**src/rtl/alu_result_stage.sv**
```systemverilog
// ALU result stage: buffers ALU results in a small FIFO toward writeback and
// holds the {Z,N,V} flag register. Optional sticky overflow: ALU_STICKY_OVF_EN.
module alu_result_stage #(
  parameter int DEPTH = 2,
  parameter int RW    = 5
) (
  input  logic          clk,
  input  logic          reset,
  input  logic          in_valid,
  output logic          in_ready,
  input  logic [4:0]    in_op,
  input  logic [31:0]   in_y,
  input  logic          in_z,
  input  logic          in_v,
  input  logic          in_n,
  input  logic [RW-1:0] in_rd,
  output logic          out_valid,
  input  logic          out_ready,
  output logic [31:0]   out_y,
  output logic [RW-1:0] out_rd,
`ifdef ALU_STICKY_OVF_EN
  input  logic          ovf_clr,
  output logic          ovf_sticky,
`endif
  output logic [2:0]    flags_q
);

  localparam int PW = $clog2(DEPTH);
  localparam logic [PW:0] DEPTH_C = (PW+1)'(DEPTH);

  logic [31:0]   mem_y  [DEPTH];
  logic [RW-1:0] mem_rd [DEPTH];
  logic [PW-1:0] rd_ptr, wr_ptr;
  logic [PW:0]   count;
  logic          push, pop, flag_op;

  assign in_ready  = (count < DEPTH_C);
  assign out_valid = (count != '0);
  assign push      = in_valid & in_ready;
  assign pop       = out_valid & out_ready;

  // Boolean and shift ops (01000, 01001, 01011) and the upper op space leave flags alone.
  always_comb begin
    flag_op = 1'b0;
    if (!in_op[4] && !(in_op inside {5'b01000, 5'b01001, 5'b01011}))
      flag_op = 1'b1;
  end

  always_comb begin
    out_y  = '0;
    out_rd = '0;
    if (out_valid) begin
      out_y  = mem_y[rd_ptr];
      out_rd = mem_rd[rd_ptr];
    end
  end

  always_ff @(posedge clk) begin
    if (push) begin
      mem_y[wr_ptr]  <= in_y;
      mem_rd[wr_ptr] <= in_rd;
    end
  end

  always_ff @(posedge clk) begin
    if (reset) begin
      rd_ptr <= '0;
      wr_ptr <= '0;
      count  <= '0;
    end else begin
      if (push) wr_ptr <= wr_ptr + PW'(1);
      if (pop)  rd_ptr <= rd_ptr + PW'(1);
      case ({push, pop})
        2'b10:   count <= count + (PW+1)'(1);
        2'b01:   count <= count - (PW+1)'(1);
        default: count <= count;
      endcase
    end
  end

  // Flags follow acceptance order, not drain order, so branches see program order.
  always_ff @(posedge clk) begin
    if (reset)
      flags_q <= 3'b000;
    else if (push && flag_op)
      flags_q <= {in_z, in_n, in_v};
  end

`ifdef ALU_STICKY_OVF_EN
  always_ff @(posedge clk) begin
    if (reset)
      ovf_sticky <= 1'b0;
    else if (push && flag_op && in_v)
      ovf_sticky <= 1'b1;
    else if (ovf_clr)
      ovf_sticky <= 1'b0;
  end
`endif

endmodule

```
**config.mk**
```make
export PLATFORM = sky130hd
export DESIGN_NAME = alu_result_stage
export DESIGN_NICKNAME = d
export VERILOG_FILES = /design/src/rtl/alu_result_stage.sv
export SDC_FILE = /design/constraint.sdc
export NUM_CORES = 1
export LEC_CHECK = 0
export ABC_CLOCK_PERIOD_IN_PS = 3100
export BUFFER_PORTS_ARGS = -buffer_cell sky130_fd_sc_hd__buf_2
export CAP_MARGIN = 25
export CORE_ASPECT_RATIO = 0.5
export CORE_MARGIN = 10
export CORE_UTILIZATION = 53
export CTS_BUF_LIST = sky130_fd_sc_hd__clkbuf_8
export DETAILED_ROUTE_END_ITERATION = 8
export HOLD_SLACK_MARGIN = 0.05
export PLACE_DENSITY = 0.87
export SLEW_MARGIN = 20
export SYNTH_ARGS = -nofsm -noshare
export SYNTH_HDL_FRONTEND = slang
export SYNTH_SLANG_ARGS = --single-unit
```
**constraint.sdc**
```tcl
create_clock -name clk -period 3.1 [get_ports clk]
set_input_delay 0.31 -clock clk [delete_from_list [all_inputs] [get_ports clk]]
set_output_delay 0.31 -clock clk [all_outputs]
set_load 0.01 [all_outputs]
```
==> flow_metrics.env <==
export IMPL_final_setup_tns_ps=0
export IMPL_cts_sinks=82
export IMPL_hold_end="mem_y[1][12]"
export IMPL_layout_drive_gt1_share_pct=38.0
export IMPL_area_growth_pct=23.3
export IMPL_clock_latency_ps=340
export IMPL_yosys_register_bits=82
export IMPL_whs_ps=156
export IMPL_ys_seq_area_share_pct=75.2
export IMPL_grt_use_met1_pct=12.6
export IMPL_worstPathArrival_ps=1970
export IMPL_worst_path_max_fanout=20
export IMPL_dp_cells=353
export IMPL_hold_path_depth=1
export IMPL_cts_tree="yes"
export IMPL_outcome="complete, no violations"
export IMPL_clock_power_share_pct=20.8
export IMPL_yosysWarnings=0
export IMPL_r2r_slack_ps=1440
export IMPL_synth_top_area_cell="edfxtp_1"
export IMPL_wl_um=6400
export IMPL_p_sw_mw=1.14
export IMPL_num_io_pins=91
export IMPL_synth_distinct_cells=20
export IMPL_cts_resized_gates=0
export IMPL_holdBufCountCts=0
export IMPL_p_per_area_nw_per_um2=882
export IMPL_clock_skew_ps=7.43
export IMPL_place_ws_ps=1200
export IMPL_met3_usage_pct=4.77
export IMPL_r2r_cells=3
export IMPL_r2r_end="mem_y[0][12]"
export IMPL_post_route_util_pct=69.3
export IMPL_drc=0
export IMPL_first_pass_iters=5
export IMPL_grt_max_degree=38
export IMPL_wire_per_inst_um=17.3
export IMPL_finalHoldViolCount=0
export IMPL_cts_buffers=9
export IMPL_syn_inst=197
export IMPL_peakVddDrop_v=0.000412
export IMPL_worstHoldStart="in_y[12]"
export IMPL_die_y_um=74.7
export IMPL_final_nets=342
export IMPL_slew_headroom_pct=42.0
export IMPL_placed_area_um2=3690
export IMPL_rows=19
export IMPL_p_seq_share_pct=45.2
export IMPL_hold_class="in -> reg"
export IMPL_io_buffers=90
export IMPL_gp_congestion=0.752
export IMPL_grt_overflow=0
export IMPL_antenna_found_initial=0
export IMPL_final_cell_area_um2=3910
export IMPL_vias_per_cell=5.06
export IMPL_diodes=0
export IMPL_finalCritPeriodShare_pct=73.5
export IMPL_worst_endpoint_required_ps=2790
export IMPL_p_total_mw=3.45
export IMPL_syn_avg_cell_area_um2=16.1
export IMPL_fin_cells=370
export IMPL_rsz0062_at_grt="no"
export IMPL_core_um2=5630
export IMPL_drt_iter0_drc=131
export IMPL_grt_most_used_layer="met2"
export IMPL_fin_crit_ps=2280
export IMPL_worstMarginPinSlew_ps=870
export IMPL_post_dp_hpwl_um=4400
export IMPL_drv_cap=0
export IMPL_grt_usage_pct=12.6
export IMPL_synth_top_cell_area_share_pct=70.1
export IMPL_clk_transition_reported_paths_ps=70
export IMPL_num_vias=1873
export IMPL_r2r_start="count[1]"
export IMPL_syn_cell_area_um2=3170
export IMPL_cp_end_kind="primary output"
export IMPL_start_kind="register"
export IMPL_cts_setup_buffers=0
export IMPL_leakagePower_nw=1.55
export IMPL_critical_path_class="reg -> out"
export IMPL_grt_pass1_vias=1868
export IMPL_ys_top_cells_by_area="edfxtp_1 70%, mux2i_1 13%, nor2_1 5.1%, dfxtp_1 5.1%, nand2b_1 1.4%"
export IMPL_die_area_um2=9660
export IMPL_synth_fp_nets=247
export IMPL_fin_ws_ps=821
export IMPL_grt_pass1_wl_um=9290
export IMPL_detail_route_antenna_nets=0
export IMPL_start_util_pct=56.2
export IMPL_use_met2_pct=23.4
export IMPL_die_w_um=129
export IMPL_combPwrFrac_pct=34.0
export IMPL_fmax_mhz=439
export IMPL_cts_path_max_buffers=2
export IMPL_internal_power_mw=2.30
export IMPL_final_setup_viol_count=0
export IMPL_drv_slew=0
export IMPL_sw_frac_of_total_pct=33.1
export IMPL_clockRootBuffer="clkbuf_8"
export IMPL_htree_levels=3
export IMPL_fillers=363
==> synth_stat cells, drive strengths merged <==
| cell | count |
|---|---|
| buf | 7 |
| clkbuf | 2 |
| dfxtp | 8 |
| edfxtp | 74 |
| ha | 1 |
| a311oi | 1 |
| nor2 | 43 |
| a21oi | 1 |
| nand2b | 8 |
| or3 | 1 |
| xor2 | 3 |
| and3 | 1 |
| mux2i | 40 |
| o21ai | 2 |
| xnor2 | 1 |
| inv | 4 |
==> registers in the layout (all words and copies together), names as in the netlist, named ones only <==
name     flops
mem_y       64
count        2
flags_q      3
wr_ptr       1
rd_ptr       1
mem_rd      10
==> cell type report <==
class | instances | area, um2 | area share, %
well taps | 73 | 91.3 | 2.34
flip-flops and latches | 82 | 2380 | 61.0
inverters | 4 | 15.0 | 0.384
clock inverters | 6 | 52.6 | 1.35
clock buffers | 10 | 138 | 3.52
repair buffers | 93 | 493 | 12.6
multi-input cells | 102 | 732 | 18.7
==> power groups by stage <==
stage | Sequential (mW) | Clock [mW] | Combinational [mW]
after floorplan | 1.52 | 0 | 0.773
after global placement | 1.57 | 0 | 1.13
after detailed placement | 1.58 | 0 | 1.16
after CTS | 1.56 | 0.729 | 1.16
after global routing | 1.58 | 0.781 | 1.28
final | 1.56 | 0.718 | 1.17
==> how the worst max path moves through the flow <==
stage                     cells past startpoint            to     start
final                                         4     out_y[14]  register
after global routing                          4     out_y[14]  register
after CTS                                     4      out_y[3]  count[1]
after detailed placement                      4      out_y[3]  count[1]
after global placement                        4      out_y[3]  count[1]
after floorplan                               2  mem_rd[0][0]  count[1]
==> critical path, cell delays in order, from the launching register on <==
cell and delay (ps):
dfxtp_2 700, buf_4 430, mux2i_1 280, nor2_1 70, buf_2 150
==> layer usage <==
layer	up-vias	routed length (um)
li1	907	-
met1	872	2400
met2	75	3440
met3	19	391
met4	0	170
met5	-	0
==> cells in the final DEF (no fill, tap or decap), drive strengths merged <==
cell | Yosys | routed
buf | 7 | 93
edfxtp | 74 | 74
nor2 | 43 | 43
mux2i | 40 | 40
clkbuf | 2 | 10
nand2b | 8 | 8
dfxtp | 8 | 8
inv | 4 | 8
xor2 | 3 | 3
o21ai | 2 | 2
and3 | 1 | 1
a311oi | 1 | 1
xnor2 | 1 | 1
or3 | 1 | 1
a21oi | 1 | 1
ha | 1 | 1
bufinv | 0 | 1
clkinv | 0 | 1
==> kinds of logic (layout without fill, tap and decap cells) <==
group,Yosys count,count (layout),share of synthesized area [%]
flops,82,82,75.2
simple gates,53,53,7.31
mux,40,40,12.6
buf+inv,13,113,2.05
compound gates,4,4,1.30
xor+xnor,4,4,1.11
fa+ha+maj,1,1,0.395
No activity file was read; power rests on OpenSTA's default activity.
